$ cat config.mk
export PLATFORM = sky130hd
export DESIGN_NAME = rng_roll_ctrl
export DESIGN_NICKNAME = d
export VERILOG_FILES = /design/src/rtl/rng_roll_ctrl.sv
export SDC_FILE = /design/constraint.sdc
export NUM_CORES = 1
export LEC_CHECK = 0
export BUFFER_PORTS_ARGS = -buffer_cell sky130_fd_sc_hd__buf_4
export CORE_UTILIZATION = 54
export DETAILED_ROUTE_END_ITERATION = 8
export GPL_TIMING_DRIVEN = 0
export PLACE_DENSITY = 0.75
export SYNTH_ARGS = -nofsm -noshare
export SYNTH_HDL_FRONTEND = slang
export SYNTH_SLANG_ARGS = --single-unit
$ cat constraint.sdc
create_clock -name clk -period 2.1 [get_ports clk]
set_input_delay 0.42 -clock clk [delete_from_list [all_inputs] [get_ports clk]]
set_output_delay 0.42 -clock clk [all_outputs]
set_load 0.02 [all_outputs]
$ cat src/rtl/rng_roll_ctrl.sv
// rng_roll_ctrl: timed dice-roll sequencer drawing LFSR samples onto two BCD digits
module rng_roll_ctrl #(
    parameter int          MAX_VAL    = 99,
    parameter int          TICK_DIV   = 2500000,
    parameter int          ROLL_TICKS = 40,
    parameter logic [15:0] LFSR_SEED  = 16'hACE1
) (
    input  logic       clk,
    input  logic       rst,
    input  logic       start,
    output logic [3:0] tens,
    output logic [3:0] units,
    output logic [6:0] value,
    output logic       busy,
    output logic       done
);
    localparam int         TW  = $clog2(TICK_DIV + 1);
    localparam int         RW  = $clog2(ROLL_TICKS + 1);
    localparam logic [6:0] MOD = 7'(MAX_VAL + 1);

    typedef enum logic [1:0] {IDLE, ROLL, HOLD} state_t;

    state_t          state, state_n;
    logic [15:0]     lfsr;
    logic [TW-1:0]   tick_cnt, tick_n;
    logic [RW-1:0]   roll_cnt, roll_n;
    logic [6:0]      value_n, s;
    logic            start_q, start_edge, tick, done_n;

    assign s          = lfsr[6:0] % MOD;
    assign start_edge = start & ~start_q;
    assign tick       = tick_cnt == TW'(TICK_DIV - 1);

    always_comb begin
        state_n = state;
        value_n = value;
        tick_n  = tick_cnt;
        roll_n  = roll_cnt;
        done_n  = 1'b0;
        if (state == ROLL) begin
            tick_n = tick ? '0 : tick_cnt + 1'b1;
            if (tick) begin
                value_n = s;
                roll_n  = roll_cnt + 1'b1;
                if (roll_cnt == RW'(ROLL_TICKS - 1)) begin
                    state_n = HOLD;
                    done_n  = 1'b1;
                end
            end
        end else if (start_edge) begin
            state_n = ROLL;
            value_n = s;
            tick_n  = '0;
            roll_n  = '0;
        end
    end

    // start_q resets high so a start held through reset release is not an edge
    always_ff @(posedge clk) begin
        if (rst) begin
            state    <= IDLE;
            value    <= '0;
            done     <= 1'b0;
            tick_cnt <= '0;
            roll_cnt <= '0;
            lfsr     <= LFSR_SEED;
            start_q  <= 1'b1;
        end else begin
            state    <= state_n;
            value    <= value_n;
            done     <= done_n;
            tick_cnt <= tick_n;
            roll_cnt <= roll_n;
            lfsr     <= lfsr[0] ? (lfsr >> 1) ^ 16'hB400 : lfsr >> 1;
            start_q  <= start;
        end
    end

    assign busy  = state == ROLL;
    assign tens  = state == IDLE ? 4'hF : 4'(value / 7'd10);
    assign units = state == IDLE ? 4'hF : 4'(value % 7'd10);
endmodule

==> results of run 1 <==
final cells by class:
type	count	area, µm²
Timing Repair Buffer	31	255
Sequential cell	55	1120
Multi-Input combinational cell	268	1770
Clock buffer	5	68.8
Clock inverter	3	47.5
Tap cell	70	87.6
Buffer	20	124
Inverter	6	25.0
Fill cell	431	1610
cells in the mapped netlist, types with 6 or more instances:
cell type   n  area [µm²]
nand4b_1    6        52.6
nand2b_1    8        50.1
nor2_1     45         169
nand3_1     7        35.0
o21ai_0    23         115
nand2_1    23        86.3
clkbuf_1   13        48.8
or3_1       6        37.5
or2_2       8        50.1
nand4_1    10        62.6
dfxtp_1    55        1100
a21oi_1    40         200
nor2b_1    14        87.6
timing repair:
item / 4_1_cts / 5_1_grt
gates resized for setup: 19 / 26
gates cloned: 0 / 0
pin swaps: 6 / 11
setup endpoints to repair: 34 / 37
setup buffers: 9 / 4
power by group through the flow:
stage	clock, W	combinational (W)	sequential, W
after global routing	0.000786	0.000504	0.00111
after global placement	0	0.000386	0.00112
after floorplan	0	0.000281	0.00113
after detailed placement	0	0.000394	0.00112
after CTS	0.000749	0.000423	0.00110
final	0.000735	0.000463	0.00110
placed cells by master (no fill, tap or decap), types with 4 or more instances in the layout:
cell       n
nor3b_1    4
or3_1      6
clkbuf_1  10
or2_2      8
o21ai_1    4
nand2b_1   8
dfxtp_1   49
nor2b_1   11
a21oi_1   38
xor2_1     5
o21ai_0   19
nand3_1    7
dfxtp_4    4
buf_6     11
xnor2_1    4
nor2_1    41
nand4_1   10
nand4b_1   6
buf_4     26
inv_1      4
clkbuf_8   5
nor2_2     4
nand2_1   22
flip-flops by register name (all words and copies together), names as in the netlist:
register / flops
value: 7
state: 2
done: 1
roll_cnt: 6
lfsr: 16
start_q: 1
tick_cnt: 22
critical path: stages (launching register included):
cell and delay (ns):
dfxtp_4 0.35, nor2b_4 0.13, buf_6 0.13, a2bb2oi_2 0.16
nor2_2 0.06, nor3_2 0.20, ha_2 0.24, o41ai_2 0.08
a21oi_2 0.23, mux2i_4 0.27, buf_6 0.14
per-stage QoR:
step	setup TNS [ns]	setup WS (ns)	utilization, %
floorplan	-0.796	-0.283	-
global placement	-3.08	-0.450	62.1
detailed placement	-3.40	-0.513	62.1
CTS	-2.12	-0.656	66.3
global route	-2.64	-0.722	68.5
finish	-2.22	-0.633	68.5
metal layers:
| metal | global-route usage (%) | part of all wire (%) | vias to the layer above |
|---|---|---|---|
| met5 | 0 | 0 | - |
| li1 | - | - | 1325 |
| met4 | 8.81 | 1.4 | 0 |
| met2 | 40.9 | 48 | 61 |
| met3 | 3.61 | 4.0 | 10 |
| met1 | 31.4 | 46 | 1241 |
worst min path at each step:
stage / to / slack [ns] / start
2_1_floorplan: lfsr[11]$_SDFF_PP1_ / 0.39 / lfsr[12]$_SDFF_PP0_
3_3_place_gp: lfsr[7]$_SDFF_PP1_ / 0.39 / lfsr[8]$_SDFF_PP0_
3_5_place_dp: lfsr[6]$_SDFF_PP1_ / 0.40 / lfsr[7]$_SDFF_PP1_
4_1_cts: start_q$_SDFF_PP1_ / 0.28 / start
5_1_grt: start_q$_SDFF_PP1_ / 0.28 / start
6_report: start_q$_SDFF_PP1_ / 0.29 / start
logic make-up (layout without fill, tap and decap cells):
group,count (synthesis),in the layout,share of synthesized area [%]
muxes,3,3,1.04
adders and majority gates,5,5,2.18
DFF,55,55,38.3
buffers and inverters,28,65,4.79
and+or+nand+nor,162,162,32.2
AOI/OAI and AO/OA,88,88,18.4
xor gates and xnor gates,10,10,3.05
==> flow_summary.ini, run 1 <==
[power]
seqPwrFrac_pct = 47.9
p_switching_w = 0.000656
p_int_w = 0.00164
p_total_w = 0.00230
clockPowerShare_pct = 32.0
cellPowerDensity_nw_per_um2 = 657
sw_frac_of_total_pct = 28.6
leakagePower_nw = 1.31
share_comb_of_total_power_pct = 20.1
ir_drop_uv = 434

[routing]
finalWirelength_um = 6620
routed-via-count = 2637
drcViolationCount = 0
post_drt_wl_per_cell_um = 14.5
vias_per_cell = 5.76
drt_iter0_markers = 121
ant_nets = 0
drt_first_pass_iters = 4

[cts]
cts.reportedPaths.clkPinSlew_ns = 0.11
cts_buffers = 5
cts_sinks = 55
cts-root-buf = clkbuf_8
cts_buffer_depth = 2
htree_num_levels = 2
ctsHoldBuffers = 0
cts_tree = built
clk_latency_ns = 0.32

[worst_setup_path]
crit_path_end = units[1]
r2r_start = state[1]$_SDFFE_PP0P_
critPathKind = flip-flop to output port
cp.arrival_ns = 2.31
rr_worst_depth = 8
r2r_end = value[4]$_SDFFE_PP0P_
critPathCaptureType = output port
required_ns = 1.68
crit_start = value[5]$_SDFFE_PP0P_
worst_setup_path_start_kind = flip-flop
r2r_setup_slack_ns = 0.08
path_max_fanout = 5

[yosys]
synth_edf_count = 0
syn_nets = 359
yosysWarnings = 0
synth_cells = 351
synth_area_um2 = 2870
async_flop_share_pct = 0
ys_seq_area_share_pct = 38.3
ys_ff_latch = 55
synth_cell_type_count = 59
syn_avg_cell_area_um2 = 8.19
synth-main-ff-cell = dfxtp_1

[global_route]
grt_remaining_overflow = 0
grt_max_degree = 19
grt_pass1_wl_um = 10400
antenna_found_initial = 0
grt_pass1_vias = 2293
grt_util_all_layers_pct = 24.2

[sta]
maxSlewHeadroom_pct = 47.3
grt_setup_unrepaired = yes
drv_slew = 0
finalWorstSetupSlack_ns = -0.633
whs_ns = 0.291
fin_crit_ns = 2.73
clock.fmax_mhz = 366
worstMarginPinSlew_ns = 0.778
fin_worst_skew_ns = 0.00803
min_period_over_period_pct = 130
hold_violations = 0
finalSetupViolations = 4

[cells_and_area]
final_cell_area_um2 = 3500
area_growth_pct = 21.8
drive_gt1_share_pct = 25.5
instances_no_fill = 458
nets = 395
insertedDiodeCount = 0

[floorplan]
dieWidth_um = 75.0
die-area_um2 = 5620
die_y_um = 75.0
core_um2 = 5110
ios = 20
num_rows = 26
initial_core_util_pct = 56.3

[placement]
port_buffers = 18
placed_area_um2 = 3170
post-place-cells = 439
dp_hpwl_um = 4400
routabilityCongestion = 0.793

[hold_path]
hold_class = input port to flip-flop
whs_path_depth = 2

[flow_run]
maxCapViolations = 0

[status]
run_status = finished, violations left
violations = setup timing
(Power assumes the default switching activity.)
==> inputs of run 2 (changes only) <==
--- a/config.mk
+++ b/config.mk
@@ -6,6 +6,7 @@
 export NUM_CORES = 1
 export LEC_CHECK = 0
 export BUFFER_PORTS_ARGS = -buffer_cell sky130_fd_sc_hd__buf_4
+export CORE_MARGIN = 2
 export CORE_UTILIZATION = 54
 export DETAILED_ROUTE_END_ITERATION = 8
 export GPL_TIMING_DRIVEN = 0
==> flow_summary.ini, run 2 (same netlist as run 1, synthesis figures left out) <==
[cts]
cts.reportedPaths.clkPinSlew_ns = 0.10
clk_latency_ns = 0.32
cts_buffers = 5
cts-root-buf = clkbuf_8
ctsHoldBuffers = 0
htree_num_levels = 2
cts_buffer_depth = 2
cts_sinks = 55
cts_tree = built

[worst_setup_path]
crit_slowest_cell = dfxtp_4
cp_num_buf_inv = 2
critPathCaptureType = output port
rr_worst_depth = 8
worstPathCellList = nor2b_1, buf_4, a2bb2oi_2, nor2_2, nor3_2, ha_2, o41ai_2, a21oi_2, mux2i_4, buf_6
path_max_fanout = 5
slowest_delay_ns = 0.36
cp_top_family = compound AO/OA/AOI/OAI gates
critPathKind = flip-flop to output port
cp_num_cells = 10
cp.arrival_ns = 2.30
required_ns = 1.68
worst_setup_path_start_kind = flip-flop

[routing]
ant_nets = 0
finalWirelength_um = 6760
routed-via-count = 2671
drt_iter0_markers = 128
vias_per_cell = 5.78
drt_first_pass_iters = 4
post_drt_wl_per_cell_um = 14.6
drcViolationCount = 0

[cells_and_area]
fin_util_pct = 68.4
area_growth_pct = 21.6
drive_gt1_share_pct = 26.5
top_register = tick_cnt
nets = 399
insertedDiodeCount = 0
fill_cells = 423
final_cell_mix = dfxtp_1, nor2_1, a21oi_1, buf_4, nand2_1
top_regs = tick_cnt: 22 flops, lfsr: 16 flops, value: 7 flops
final_common_cell = dfxtp_1
largest_register_ffs = 22

[sta]
min_period_over_period_pct = 129
fin_setup_tns_ns = -2.22
clock.fmax_mhz = 368
worstMarginPinSlew_ns = 0.722
drv_slew = 0
fin_worst_skew_ns = 0.0122
hold_violations = 0
whs_ns = 0.297
maxSlewHeadroom_pct = 51.1
fin_crit_ns = 2.72
finalSetupViolations = 5
finalWorstSetupSlack_ns = -0.617
grt_setup_unrepaired = yes

[power]
ir_drop_uv = 365
cellPowerDensity_nw_per_um2 = 622
p_total_w = 0.00217
leakagePower_nw = 1.31

[floorplan]
initial_core_util_pct = 56.3
die_y_um = 77.0
ios = 20
dieWidth_um = 77.0
core_um2 = 5110
die-area_um2 = 5920
num_rows = 26

[global_route]
grt_pass1_vias = 2361
antenna_found_initial = 0
grt_util_all_layers_pct = 23.1
grt_pass1_wl_um = 11200
grt_remaining_overflow = 0
grt_max_degree = 20

[hold_path]
whs_path_depth = 2
hold_class = input port to flip-flop

[status]
run_status = finished, violations left
violations = setup timing

[placement]
port_buffers = 18
routabilityCongestion = 0.780
dp_hpwl_um = 4500

[flow_run]
maxCapViolations = 0
run 2: layout make-up:
type	count	area, µm²	area share [%]
plain buffers	19	124	3.54
multi-input cells	268	1760	50.4
repair buffers	36	283	8.09
clock inverters	3	27.5	0.787
clock buffers	5	68.8	1.97
well taps	70	87.6	2.51
inverters	6	22.5	0.644
flip-flops and latches	55	1120	32.1
run 2: report_power, final:
| part | switching (W) | internal (W) |
|---|---|---|
| logic | 0.000256 | 0.000201 |
| registers | 0.0000249 | 0.00107 |
| clock network | 0.000373 | 0.000246 |
| total | 0.000653 | 0.00152 |
run 2: what timing repair did:
| item | CTS | global route |
|---|---|---|
| resized for setup | 20 | 22 |
| cloned | 0 | 1 |
| endpoints found under the setup margin | 35 | 25 |
| setup buffers | 12 | 5 |
| pin swaps | 6 | 9 |
run 2: final timing paths:
| path | startpoint | endpoint | slack [ns] |
|---|---|---|---|
| max | value[5]$_SDFFE_PP0P_ | units[1] | -0.62 |
| min | start | start_q$_SDFF_PP1_ | 0.30 |
| max reg2reg | tick_cnt[4]$_SDFFE_PP0P_ | tick_cnt[7]$_SDFFE_PP0P_ | 0.10 |
| min reg2reg | lfsr[8]$_SDFF_PP0_ | lfsr[7]$_SDFF_PP1_ | 0.42 |
run 2: stage by stage:
| step | std cells | worst slack [ns] | cell area [µm²] |
|---|---|---|---|
| 2_1_floorplan | 351 | -0.283 | 2950 |
| 6_report | 462 | -0.617 | 3500 |
| 4_1_cts | 457 | -0.645 | 3390 |
| 3_3_place_gp | 439 | -0.457 | 3170 |
| 3_5_place_dp | 439 | -0.486 | 3170 |
| 5_1_grt | 462 | -0.789 | 3500 |
run 2: metal layers:
metal	wire, µm	vias up	share of wire, %	track usage (%)
met3	189	13	2.8	4.47
met4	106	0	1.6	8.91
met2	3310	42	49	37.5
met5	0	-	0	0
met1	3150	1278	47	30.4
li1	-	1338	-	-
==> inputs of run 3 (changes only) <==
--- a/config.mk
+++ b/config.mk
@@ -5,12 +5,11 @@
 export SDC_FILE = /design/constraint.sdc
 export NUM_CORES = 1
 export LEC_CHECK = 0
+export ABC_AREA = 1
 export BUFFER_PORTS_ARGS = -buffer_cell sky130_fd_sc_hd__buf_4
-export CORE_MARGIN = 2
 export CORE_UTILIZATION = 54
 export DETAILED_ROUTE_END_ITERATION = 8
-export GPL_TIMING_DRIVEN = 0
-export PLACE_DENSITY = 0.75
+export PLACE_DENSITY = 0.76
 export SYNTH_ARGS = -nofsm -noshare
 export SYNTH_HDL_FRONTEND = slang
 export SYNTH_SLANG_ARGS = --single-unit
==> flow_summary.ini, run 3 <==
[status]
run_status = finished, violations left
violations = setup timing

[global_route]
use_met2_pct = 42.9
antenna_found_initial = 0
grt_remaining_overflow = 0
grt_util_all_layers_pct = 23.6
grt_pass1_wl_um = 9860
grt_max_degree = 33
grt.met1_usage_pct = 27.4
busiest_layer = met2
grt_pass1_vias = 2433
use_met3_pct = 3.87

[routing]
ant_nets = 0
drcViolationCount = 0
post_drt_wl_per_cell_um = 12.4
drt_iter0_markers = 106
finalWirelength_um = 6250
vias_per_cell = 5.14
routed-via-count = 2585
drt_first_pass_iters = 4

[floorplan]
core_um2 = 4790
dieWidth_um = 72.8
die_y_um = 72.8
ios = 20
initial_core_util_pct = 56.6
num_rows = 25
die-area_um2 = 5310

[cts]
cts_buffers = 5
cts_sinks = 55
cts_tree = built
ctsHoldBuffers = 0
htree_num_levels = 2
cts_buffer_depth = 2
cts-root-buf = clkbuf_8
clk_latency_ns = 0.31
cts.reportedPaths.clkPinSlew_ns = 0.10

[cells_and_area]
top_regs = tick_cnt: 22 flops, lfsr: 16 flops, value: 7 flops
nets = 443
drive_gt1_share_pct = 25.7
final_cell_mix = nand2_1, inv_1, dfxtp_1, buf_4, nor2_1
area_growth_pct = 25.7
final_common_cell = nand2_1
insertedDiodeCount = 0
largest_register_ffs = 22
top_register = tick_cnt
final_cell_area_um2 = 3410
instances_no_fill = 503

[worst_setup_path]
r2r_setup_slack_ns = 0.18
required_ns = 1.68
crit_slowest_cell = dfxtp_4
crit_start = value[6]$_SDFFE_PP0P_
r2r_end = value[3]$_SDFFE_PP0P_
cp.arrival_ns = 2.41
rr_worst_depth = 10
worst_setup_path_start_kind = flip-flop
worstPathCellList = inv_4, nand2_4, nand3_2, nand2_4, nand2_4, nand2_2, nand2_2, inv_2, nand2_2, nand2_2, nand2_2, nand2_2, inv_2, ha_4, o21ai_0, nand2_1, nand2_2, buf_4
r2r_start = tick_cnt[18]$_SDFFE_PP0P_
critPathKind = flip-flop to output port
slowest_delay_ns = 0.43
path_max_fanout = 5
crit_top_cell = nand2_2
critPathCaptureType = output port

[yosys]
synthTopCellsByArea = dfxtp_1, nand2_1, inv_1, nor2_1, a21oi_1
yosysMostFrequentCell = nand2_1
ys_ff_latch = 55
syn_avg_cell_area_um2 = 7.00
yosysWarnings = 0
synth_edf_count = 0
synth-main-ff-cell = dfxtp_1
yosysTopAreaCell = dfxtp_1
ys_seq_area_share_pct = 40.6
synth_cell_type_count = 33
yosys-top-cells-count = nand2_1, inv_1, dfxtp_1
async_flop_share_pct = 0
syn_nets = 395
synth_cells = 387
synth_area_um2 = 2710
yosysTopAreaCellShare_pct = 40.6

[sta]
fin_setup_tns_ns = -2.72
whs_ns = 0.288
grt_setup_unrepaired = yes
maxSlewHeadroom_pct = 67.5
worstMarginPinSlew_ns = 0.482
finalWorstSetupSlack_ns = -0.727
hold_violations = 0
fin_crit_ns = 2.83
fin_worst_skew_ns = 0.0105
finalSetupViolations = 5
min_period_over_period_pct = 135
drv_slew = 0
clock.fmax_mhz = 354

[hold_path]
whs_path_depth = 3
hold_class = input port to flip-flop
hold_end = start_q$_SDFF_PP1_
min-delay-start = start

[flow_run]
maxCapViolations = 0

[placement]
post-place-cells = 488
routabilityCongestion = 0.817
placed_area_um2 = 3120
port_buffers = 19
preCtsSetupSlack_ns = -0.396
dp_hpwl_um = 4090

[power]
ir_drop_uv = 493
leakagePower_nw = 1.39
cellPowerDensity_nw_per_um2 = 908
run 3: cell count changes after synthesis, sizes merged, moves of 4 or more:
cell    previous run  this run
nand4b             6         0
nand2b             8         0
and4               4         0
clkbuf            14         5
inv                6        59
a21oi             40        26
nand2             24        89
buf                8         2
nand4             13         7
or3                7         0
nor2b             14         0
nand3              7        26
run 3: kinds of logic after synthesis:
kind of cell             Yosys count  synth area share, %
buffers and inverters             67                 9.37
AND/OR/NAND/NOR                  186                 31.3
flip-flops                        55                 40.6
XOR/XNOR                          10                 3.23
adder cells (fa/ha/maj)            5                 2.31
AO/OA/AOI/OAI                     64                 13.1
run 3: worst max-delay path, delay by kind of cell (launching register included):
family          cells  cell delay (ns)
simple gates       12             0.98
flops               1             0.43
buf+inv             4             0.30
fa+ha+maj           1             0.15
compound gates      1             0.25
run 3: area by class of cell:
type | count | area, µm²
fill | 381 | 1380
clock inverter | 2 | 16.3
multi-input combinational | 265 | 1500
inverter | 60 | 230
sequential | 55 | 1110
tap | 67 | 83.8
timing repair buffer | 48 | 372
clock buffer | 6 | 93.8
run 3: stage by stage:
step / utilization [%] / power, W
after floorplan: - / 0.00181
after global placement: 65.3 / 0.00216
after detailed placement: 65.3 / 0.00219
after CTS: 69.5 / 0.00294
after global routing: 71.2 / 0.00324
final: 71.2 / 0.00309
run 3: how the worst max path moves through the flow:
| stage | to | slack, ns | cells after the start |
|---|---|---|---|
| 2_1_floorplan | units[1] | -0.14 | 18 |
| 3_3_place_gp | units[2] | -0.24 | 18 |
| 3_5_place_dp | units[2] | -0.40 | 18 |
| 4_1_cts | units[2] | -0.59 | 20 |
| 5_1_grt | units[1] | -0.77 | 20 |
| 6_report | units[3] | -0.73 | 18 |
run 3: timing repair:
action / 4_1_cts / 5_1_grt
gates resized for setup: 12 / 22
pin swaps: 6 / 8
setup endpoints to repair: 5 / 7
buffers inserted: 6 / 1
run 3: metal layers:
metal | part of all wire [%] | vias to the layer above
met5 | 0 | -
met4 | 1.7 | 0
met2 | 50 | 56
met3 | 3.3 | 13
li1 | - | 1344
met1 | 45 | 1172
run 3: where the power goes:
| group | total, W | internal, W | switching (W) |
|---|---|---|---|
| Sequential | 0.00116 | 0.00110 | 0.0000527 |
| Clock | 0.000668 | 0.000312 | 0.000356 |
| Combinational | 0.00127 | 0.000533 | 0.000735 |
